## src/rtl/irq_controller.sv

```systemverilog
// irq_controller: latches N_CHANNELS requests, applies mask and global enable, arbitrates
// (fixed or round-robin) and runs the irq -> ack -> eoi handshake with the CPU.
module irq_controller #(
    parameter int unsigned           N_CHANNELS    = 4,
    parameter int unsigned           ADDR_WIDTH    = 16,
    parameter int unsigned           VECTOR_BASE   = 32'h0010,
    parameter int unsigned           VECTOR_STRIDE = 2,
    parameter logic [N_CHANNELS-1:0] EDGE_MASK     = '0,
    parameter bit                    ROUND_ROBIN   = 1'b0,
    parameter logic [N_CHANNELS-1:0] MASK_RESET    = '1,
    localparam int unsigned          ID_W          = (N_CHANNELS > 1) ? $clog2(N_CHANNELS) : 1
) (
    input  logic                  clk_i,
    input  logic                  rst_ni,
    input  logic [N_CHANNELS-1:0] irq_in_i,
    input  logic                  mask_we_i,
    input  logic [N_CHANNELS-1:0] mask_wdata_i,
    input  logic                  ie_set_i,
    input  logic                  ie_clear_i,
    input  logic                  irq_ack_i,
    input  logic                  irq_eoi_i,
    output logic                  irq_o,
    output logic [ADDR_WIDTH-1:0] irq_vector_o,
    output logic [ID_W-1:0]       irq_id_o,
    output logic                  in_service_o,
    output logic [N_CHANNELS-1:0] irq_clear_o,
    output logic [N_CHANNELS-1:0] pending_o
);

    localparam logic [1:0] IDLE    = 2'd0;
    localparam logic [1:0] REQUEST = 2'd1;
    localparam logic [1:0] SERVICE = 2'd2;

    logic [1:0]            state_q, state_d;
    logic [N_CHANNELS-1:0] irq_in_q, pending_q, pending_d, mask_q, mask_d;
    logic [N_CHANNELS-1:0] clr_q, clr_d, eoi_clr, eligible;
    logic                  ie_q, ie_d, irq_q, irq_d, in_service_q, in_service_d;
    logic [ID_W-1:0]       id_q, id_d, rr_q, rr_d, win, rr_idx;
    logic [ADDR_WIDTH-1:0] vec_q, vec_d, win_vec;
    logic                  eoi_fire, found;

    assign eoi_fire = (state_q == SERVICE) && irq_eoi_i;
    assign eoi_clr  = eoi_fire ? (N_CHANNELS'(1) << id_q) : '0;

    // A new edge in the same cycle as its own eoi must survive, so set wins over clear.
    assign pending_d = (EDGE_MASK & ((pending_q & ~eoi_clr) | (irq_in_i & ~irq_in_q)))
                     | (~EDGE_MASK & irq_in_i);
    assign mask_d    = mask_we_i ? mask_wdata_i : mask_q;
    assign ie_d      = ie_clear_i ? 1'b0 : (ie_set_i ? 1'b1 : ie_q);
    assign eligible  = ie_q ? (pending_q & mask_q) : '0;

    always_comb begin
        win    = '0;
        rr_idx = '0;
        found  = 1'b0;
        if (ROUND_ROBIN) begin
            for (int k = 1; k <= int'(N_CHANNELS); k++) begin
                rr_idx = ID_W'((int'(rr_q) + k) % int'(N_CHANNELS));
                if (!found && eligible[rr_idx]) begin
                    win   = rr_idx;
                    found = 1'b1;
                end
            end
        end else begin
            for (int i = int'(N_CHANNELS) - 1; i >= 0; i--) begin
                if (eligible[i]) begin
                    win = ID_W'(i);
                end
            end
        end
    end

    assign win_vec = ADDR_WIDTH'(VECTOR_BASE + 32'(win) * VECTOR_STRIDE);

    always_ff @(posedge clk_i or negedge rst_ni) begin
        if (!rst_ni) begin
            state_q <= IDLE;
        end else begin
            state_q <= state_d;
        end
    end

    always_comb begin
        state_d = state_q;
        case (state_q)
            IDLE:    if (|eligible) state_d = REQUEST;
            REQUEST: begin
                if (~|eligible)     state_d = IDLE;
                else if (irq_ack_i) state_d = SERVICE;
            end
            SERVICE: if (irq_eoi_i) state_d = IDLE;
            default: state_d = IDLE;
        endcase
    end

    // Id/vector follow the arbiter until the ack freezes them.
    always_comb begin
        irq_d        = (state_d == REQUEST);
        in_service_d = (state_d == SERVICE);
        clr_d        = eoi_clr;
        id_d         = id_q;
        vec_d        = vec_q;
        rr_d         = rr_q;
        if (state_q != SERVICE && state_d == REQUEST) begin
            id_d  = win;
            vec_d = win_vec;
        end
        if (state_q == REQUEST && state_d == SERVICE) begin
            rr_d = id_q;
        end
    end

    always_ff @(posedge clk_i or negedge rst_ni) begin
        if (!rst_ni) begin
            irq_in_q     <= '0;
            pending_q    <= '0;
            mask_q       <= MASK_RESET;
            ie_q         <= 1'b0;
            irq_q        <= 1'b0;
            in_service_q <= 1'b0;
            clr_q        <= '0;
            id_q         <= '0;
            vec_q        <= ADDR_WIDTH'(VECTOR_BASE);
            rr_q         <= ID_W'(N_CHANNELS - 1);
        end else begin
            irq_in_q     <= irq_in_i;
            pending_q    <= pending_d;
            mask_q       <= mask_d;
            ie_q         <= ie_d;
            irq_q        <= irq_d;
            in_service_q <= in_service_d;
            clr_q        <= clr_d;
            id_q         <= id_d;
            vec_q        <= vec_d;
            rr_q         <= rr_d;
        end
    end

    assign irq_o        = irq_q;
    assign irq_vector_o = vec_q;
    assign irq_id_o     = id_q;
    assign in_service_o = in_service_q;
    assign irq_clear_o  = clr_q;
    assign pending_o    = pending_q;

endmodule

```

## config.mk

```make
export PLATFORM = sky130hd
export DESIGN_NAME = irq_controller
export DESIGN_NICKNAME = d
export VERILOG_FILES = /design/src/rtl/irq_controller.sv
export SDC_FILE = /design/constraint.sdc
export NUM_CORES = 1
export LEC_CHECK = 0
export ABC_AREA = 0
export CAP_MARGIN = 10
export CORE_UTILIZATION = 41
export DETAILED_ROUTE_END_ITERATION = 7
export GPL_ROUTABILITY_DRIVEN = 0
export GPL_TIMING_DRIVEN = 0
export PLACE_DENSITY = 0.9
export SLEW_MARGIN = 20
export SYNTH_ARGS = -nofsm -noshare
export SYNTH_HDL_FRONTEND = slang
export SYNTH_SLANG_ARGS = --single-unit
```

## constraint.sdc

```tcl
create_clock -name clk_i -period 1.73 [get_ports clk_i]
set_input_delay 0.2595 -clock clk_i [delete_from_list [all_inputs] [get_ports clk_i]]
set_output_delay 0.2595 -clock clk_i [all_outputs]
set_load 0.01 [all_outputs]
```

* Yosys cells after proc, flatten, opt, wreduce, memory -nomap -nowiden
Index checks and enable logic that the tools add are counted.
Storage, ports and cells: input bits 15, logic and storage cells 35, flip-flop bits (word level) 35, output and inout bits 28
Operators by class: reduce and logical (&&, ||, !) cells 5, multiplexer cells 13, equal/unequal tests 5, $add $sub $neg 1, shift operators 1, bitwise logic cells 1
Operators by type and width (number):
- $mux 2 | 8
- $mux 4 | 2
- $add 5x3->6 const A | 1
- $pmux 2 s3 | 1
- $and 4x4->4 | 1
- $eq 2x1->1 const B | 2
- $eq 2x2->1 const B | 2
- $reduce_or 4->1 | 1
- $shl 1x2->4 const A | 1
- $logic_and 1x1->1 | 2
- $logic_not 2->1 | 1
- $mux 1 | 2
- $ne 2x2->1 const B | 1
- $reduce_bool 2->1 | 1

* Logic depth before layout (Yosys ltp)
Gate-level depths: netlist of the first run.
word-level depth 7, gate-level depth with buffers 4, gate-level depth less buffers 4

* Least setup slack after synthesis of the first run
Ideal clock, no wire load.
path kind register to register, start point register pending_q[2] (netlist: pending_o[2]), end point register id_q[0] (netlist: irq_id_o[0]), slack 0.549 ns, required time 1.605 ns, buffers on the path 0, setup time 0.125 ns, stages on the path, launching flop included 5, arrival time 1.056 ns, period minus slack after synthesis 1.181 ns, path through dfrtp_1 > nand2_1 > nand2_1 > o21ai_2 > mux2_4
On the way: cells in the longest elaborated chain, start to end 7, elaborated cells between the ends (all ways) 11, classes of those cells eq/ne: 1; mux: 7; bitwise: 1; reduce/logical: 2
Ends and longest elaborated chain:
- start: declaration | line 35 | logic [N_CHANNELS-1:0] irq_in_q, pending_q, pending_d, mask_q, mask_d;
- start signal: assignment | line 127 | pending_q <= pending_d;
- $and 4x4->4 (*) | line 50 | assign eligible = ie_q ? (pending_q & mask_q) : '0;
- $mux 4 (*) | line 50
- $reduce_or 4->1 | line 86, 88
- $mux 2, on equally long branches | line 88, 86
- $pmux 2 s3 | line 85 | case (state_q)
- $eq 2x1->1 | line 104 | if (state_q != SERVICE && state_d == REQUEST) begin
- $logic_and 1x1->1 | line 104
- end signal: assignment | line 133 | id_q <= id_d;
- end: declaration | line 38 | logic [ID_W-1:0] id_q, id_d, rr_q, rr_d, win, rr_idx;
Every way passes the cells marked *; elsewhere a longest branch is shown, timed or not. A chain may end at the register's enable or synchronous reset.

==> summary.txt, run 1 <==
Run status
  • Outcome: completed

Synth
  • Area leader, netlist: dfrtp_1
  • Register area share after synthesis: 57.6%
  • Synth Area in Compound Gates: 6.90%
  • Adder-cell share of the synthesized area: 0%
  • Cell variety after synth: 18
  • Synth Area per Inst: 11.4 um2
  • Largest family of logic cells by synthesized area: buffers and inverters
  • Post-synthesis register bit count: 19
  • XOR/XNOR Fraction of Synth Area: 0%
  • Synthesized area: 835 um2
  • Synth warnings: 0
  • Post-synth top area share: 45.0%
  • Post-Synth Simple-Gate Area: 11.7%
  • Mux contribution to synthesized area: 7.20%
  • Mapped Cells: 73
  • Ranking of synthesized cells by area: dfrtp_1 45%, buf_4 14%, dfstp_2 13%, mux2_2 5.4%, nand2_1 4.5%

Worst hold path
  • Hold EP: pending_o[3]$_DFF_PN0_
  • Hold path cells: 1
  • Hold Crit Class: in -> reg
  • Hold Startpoint: irq_in_i[3]

Worst setup path
  • FF-to-FF path depth: 4
  • Setup crit start kind: flip-flop
  • Max incr delay on CP: 520 ps
  • Highest net fanout along the worst path: 7
  • CP endpoint kind: output pin
  • RR Startpoint: mask_q[2]$_DFFE_PN1P_
  • CP Data Required Time: 1470 ps
  • CP arrival: 1370 ps
  • CP Cell Sequence: buf_4 -> clkdlybuf4s50_1
  • CP top delay family: buffers and inverters
  • Critical path type: reg -> out
  • Worst path bufs/invs: 2
  • FF-to-FF setup slack: 490 ps
  • Worst path slowest cell: clkdlybuf4s50_1
  • Reg-to-Reg End: irq_id_o[0]$_DFFE_PN0P_

Die
  • I/O pins: 43
  • FP Rows: 15
  • Die Ht: 47.1 um
  • CORE AREA: 1820 um2
  • Total Die Area: 2220 um2
  • Die width: 47.1 um
  • Initial Util: 45.8%

STA
  • Max_slew headroom: 45.2%
  • Slew @ Worst Pin: 819 ps
  • Period utilization: 94.3%
  • Worst hold margin: 386 ps
  • Final min period: 1630 ps
  • RSZ-0062 raised after global routing: no
  • Final worst slack: 98.5 ps
  • Final Max Slew Viols: 0
  • Peak Freq: 613 MHz
  • Final worst clock skew: 5.07 ps
  • Final Hold Viols: 0
  • Final setup TNS: 0 ps
  • Final setup fails: 0

Final layout
  • Commonest non-fill, non-tap cells in the layout: 28 x clkdlybuf4s50_1, 16 x buf_4, 14 x conb_1
  • Antenna diode count: 0
  • Final core occ: 67.1%
  • Layout cells sized above 1: 29.1%
  • Nets: 133
  • Sequential cell area: 483 um2
  • Commonest non-fill, non-tap cell in the layout: clkdlybuf4s50_1
  • Multi-input gate area: 268 um2
  • Layout Area Growth over Synthesis: 46.3%
  • Fillers: 155

CTS
  • Clock buffer count from CTS: 3
  • Post-CTS Setup Bufs: 0
  • CTS resizes: 0
  • CTS Root Cell: clkbuf_4
  • Hold_buf cts: 0
  • Worst skew pair latency: 300 ps
  • Htree depth: 1
  • CTS tree: done
  • # clock sinks: 19
  • Clock transition at path regs: 110 ps
  • Clock Path Buffers: 2

Global routing
  • Global-route wire length before repair: 2250 um
  • GRT overflow: 0
  • Initial antenna violation count: 0
  • Pin count of the biggest net entering global routing: 20
  • Vias in the first global route: 584
  • Tot GR Track Use: 14.8%

Pwr
  • Pwr Density: 796 nW/um2
  • Flop pwr share: 53.6%
  • Switching share of power: 26.9%
  • VDD IR max: 0.491 mV
  • Clk pwr share: 22.9%
  • Cell internal pwr: 0.710 mW
  • Combinational share of power: 23.5%
  • Static Leak: 0.595 nW
  • Net load switching power: 0.261 mW

Detailed routing
  • Iter 0 DRT Violations: 9
  • Post-DRT Antenna Nets: 0
  • # DRC: 0
  • Initial DRT Pass Iterations: 4
  • WL final: 1520 um
  • DR vias: 608
  • Wire per inst: 10.7 um
  • Vias/cell: 4.28

Place
  • Pre-CTS setup slack: 273 ps
  • HPWL after DPL: 1230 um
  • Port bufs: 28

Run
  • Maxcap violations: 0
## cells by family (layout without fill, tap and decap cells)
logic type | count (synthesis) | after routing
multiplexers | 5 | 5
other | 2 | 14
buffers and inverters | 19 | 51
AO/OA/AOI/OAI | 7 | 7
flip-flops | 19 | 19
AND/OR/NAND/NOR | 21 | 21
## power by group through the flow
stage	Clock [mW]	Sequential, mW	Combinational (mW)
5_1_grt	0.243	0.525	0.249
2_1_floorplan	0	0.528	0.110
3_3_place_gp	0	0.524	0.222
6_report	0.223	0.521	0.228
4_1_cts	0.233	0.519	0.229
3_5_place_dp	0	0.527	0.228
## worst reg2reg max path, stage by stage (launching register included)
cell	delay [ps]
dfstp_2	540
nand2_1	60
nand2_1	130
o21ai_2	110
mux2_4	300
## state kept, by name, summed over array words and instances, names as in the netlist
register,cells
ie_q,1
in_service_o,1
irq_clear_o,4
irq_id_o,2
irq_o,1
mask_q,4
pending_o,4
state_q,2
## final cells by class
cell class	count	area share (%)
Buffer	16	9.84
Tap cell	25	2.56
Timing Repair Buffer	28	23.0
Sequential cell	19	39.5
Inverter	3	0.922
Clock buffer	3	1.84
Multi-Input combinational cell	47	21.9
Clock inverter	1	0.410
## cell usage after synthesis
library cell and n:
mux2_4 1, a21oi_4 1, mux2_2 4, nand3_1 1
dfstp_2 4, conb_1 2, buf_4 16, a21oi_1 3
nand2_1 10, dfrtp_1 15, and3_1 1, nand2b_1 1
nor4_1 1, nor2_1 6, inv_1 3, nand2b_4 1
o21ai_2 1, o32ai_1 2
## stage by stage
| step | total power, mW | std cells | area [um2] |
|---|---|---|---|
| after floorplan | 0.637 | 85 | 880 |
| after global placement | 0.746 | 138 | 1190 |
| after detailed placement | 0.755 | 138 | 1190 |
| after CTS | 0.980 | 142 | 1220 |
| after global routing | 1.02 | 142 | 1220 |
| final | 0.971 | 142 | 1220 |
## layer usage
layer  GRT usage [%]  wire length, um  vias up
li1                -                -      294
met1            14.6              514      278
met2            28.3              865       34
met3            4.23              134        2
met4            6.86               10        0
met5               0                0        -
## how the worst max path moves through the flow
stage / slack (ps) / to / start / depth (start not counted)
final: 100 / irq_vector_o[1] / irq_id_o[0]$_DFFE_PN0P_ / 2
after global routing: 50 / irq_vector_o[1] / irq_id_o[0]$_DFFE_PN0P_ / 2
after CTS: 20 / irq_vector_o[2] / irq_id_o[1]$_DFFE_PN0P_ / 2
after detailed placement: 270 / irq_id_o[0]$_DFFE_PN0P_ / irq_ack_i / 4
after global placement: 290 / irq_id_o[0]$_DFFE_PN0P_ / irq_ack_i / 4
after floorplan: 550 / irq_id_o[0]$_DFFE_PN0P_ / pending_o[2]$_DFF_PN0_ / 4
Note: power is estimated with default switching activity, not from simulation.
==> run 2, diff against run 1 <==
- HOLD_SLACK_MARGIN: default -> 0.03
==> results of run 2 <==
No change in the layout: final DEF, timing and power equal those of run 1.
==> patch, RTL diff (settings of run 1) <==
Remove the register `clr_q`: a continuous assignment takes its place, so the output `irq_clear_o` follows one clock earlier.
--- a/src/rtl/irq_controller.sv
+++ b/src/rtl/irq_controller.sv
@@ -119,5 +119,4 @@
             irq_q        <= 1'b0;
             in_service_q <= 1'b0;
-            clr_q        <= '0;
             id_q         <= '0;
             vec_q        <= ADDR_WIDTH'(VECTOR_BASE);
@@ -130,5 +129,4 @@
             irq_q        <= irq_d;
             in_service_q <= in_service_d;
-            clr_q        <= clr_d;
             id_q         <= id_d;
             vec_q        <= vec_d;
@@ -136,4 +134,6 @@
         end
     end
+
+    assign clr_q = clr_d;
 
     assign irq_o        = irq_q;
Formal check against the unedited RTL: not equivalent (Yosys sat finds a counterexample within 4 cycles, from zero or initial values and one cycle with rst_ni low).
==> patch against run 1 <==
Sequential cell count shrank 4; design area is 7.9% lower; highest routed layer unchanged; synthesized area fell by 12%; largest power group unchanged; non-clock buffer count up 1; critical endpoint is now irq_clear_o[3]; critical path depth up 3; die area decreased by 11%; worst setup slack lost 0.025 ns; hold slack got worse by 0.023 ns; power fell by 12%; sequential share of layout area decreased by 5.5 points; routed wire length down 10%; maximum frequency shrank 1.5%; critical path type is now in2out.
==> patch: results (changes against run 1) <==
Run status
  • Run status: finished clean (unchanged)

Routing
  • Vias/cell: 4.283 (was 4.282)
  • Post-Route WL: 1.367 mm (was 1.524 mm)
  • DRT iter0 DRCs: 4 (was 9)

Clock network
  • Clock latency on the worst-skew pair: 0.28 ns (was 0.30 ns)
  • Reg clk slew, reported paths: 0.08 ns (was 0.11 ns)

Final layout
  • Share of cells above drive strength 1: 34.21% (was 29.06%)
  • Fin nets: 130 (was 133)

Global routing
  • Vias in the first global route: 587 (was 584)
  • GR Util met2: 32.06% (was 28.33%)
  • Largest net degree at the start of global routing: 16 (was 20)
  • GR Layer Usage met3: 7.347% (was 4.231%)
  • First-pass GRT wire length: 2.339 mm (was 2.249 mm)
  • Met1 Use GR: 14.93% (was 14.57%)
  • GRT Resource Usage Total: 16.81% (was 14.84%)

Synthesis
  • Proportion of synthesized area in mux cells: 8.177% (was 7.196%)
  • Register area share after synthesis: 51.79% (was 57.57%)
  • Post-synthesis compound-gate area fraction: 7.836% (was 6.897%)
  • Main area contributors after synthesis: dfrtp_1 37%, buf_4 16%, dfstp_2 14%, mux2_2 6.1%, nand2_1 5.1% (was dfrtp_1 45%, buf_4 14%, dfstp_2 13%, mux2_2 5.4%, nand2_1 4.5%)
  • Top post-synthesis cells by count: 16 x buf_4, 11 x dfrtp_1, 10 x nand2_1 (was 16 x buf_4, 15 x dfrtp_1, 10 x nand2_1)

Timing
  • Clock Skews: 0.003130 ns (was 0.005075 ns)
  • Worst slew pin tran: 0.6293 ns (was 0.8189 ns)
  • Fin. max-slew vios: 0 (unchanged)

Setup path
  • Largest fanout on the critical path: 3 (was 7)
  • Arr. time, crit path: 1.40 ns (was 1.37 ns)
  • Crit path to: irq_clear_o[3] (was irq_vector_o[1])
  • Worst setup path startpoint: irq_eoi_i (was irq_id_o[0]$_DFFE_PN0P_)

Placed design
  • I/O Buffers: 28 (unchanged)
  • Hpwl dp: 1.067 mm (was 1.228 mm)

Hold path
  • Hold Crit Class: in2async (was in2reg)

Power and ir drop
  • Lkg Pwr: 0.5530 nW (was 0.5950 nW)
  • Max IR drop VDD: 592.0 uV (was 491.1 uV)
patch: changes by cell type after synthesis:
cell,change
dfrtp_1,-4
patch: what timing repair did:
| item | 4_1_cts | 5_1_grt |
|---|---|---|
| hold buffers | 0 | 0 |
| gates resized for setup | 6 | 10 |
| buffers inserted | 1 | 0 |
| setup endpoints to repair | 4 | 6 |
patch: metal layers:
metal  wire length, microns  share of wire [%]
met1                    465                 34
met2                    704                 51
met3                    174                 13
met4                     23                1.7
met5                      0                  0
patch: report_power, final:
part | internal [mW] | leakage [nW] | switching, mW
registers | 0.392 | 0.178 | 0.0314
clock network | 0.0896 | 0.0150 | 0.105
logic | 0.142 | 0.360 | 0.0904
total | 0.624 | 0.553 | 0.227
patch: critical path, stage by stage:
cell and delay, ns:
clkdlybuf4s50_1 0.51, inv_1 0.10, nor2_4 0.12, and3_1 0.15, dlygate4sd2_1 0.26
patch: layout make-up:
| cell class | count | area [sq um] |
|---|---|---|
| Sequential cell | 15 | 382.9 |
| Timing Repair Buffer | 29 | 271.5 |
| Inverter | 3 | 11.26 |
| Multi-Input combinational cell | 47 | 282.8 |
| Buffer | 16 | 120.1 |
| Clock buffer | 4 | 26.28 |
| Fill cell | 127 | 469.2 |
| Tap cell | 24 | 30.03 |
patch: per-stage QoR:
| step | hold slack, ns | setup WS (ns) | utilization, % | std cells | cell area (sq um) |
|---|---|---|---|---|---|
| floorplan | -0.03609 | 0.5153 | - | 81 | 779.5 |
| global placement | 0.5781 | -0.2024 | 68.37 | 133 | 1090 |
| detailed placement | 0.5982 | -0.2725 | 68.37 | 133 | 1090 |
| CTS | 0.3829 | 0.02498 | 70.80 | 138 | 1129 |
| global route | 0.4022 | 0.007748 | 70.57 | 138 | 1125 |
| finish | 0.3638 | 0.07308 | 70.57 | 138 | 1125 |
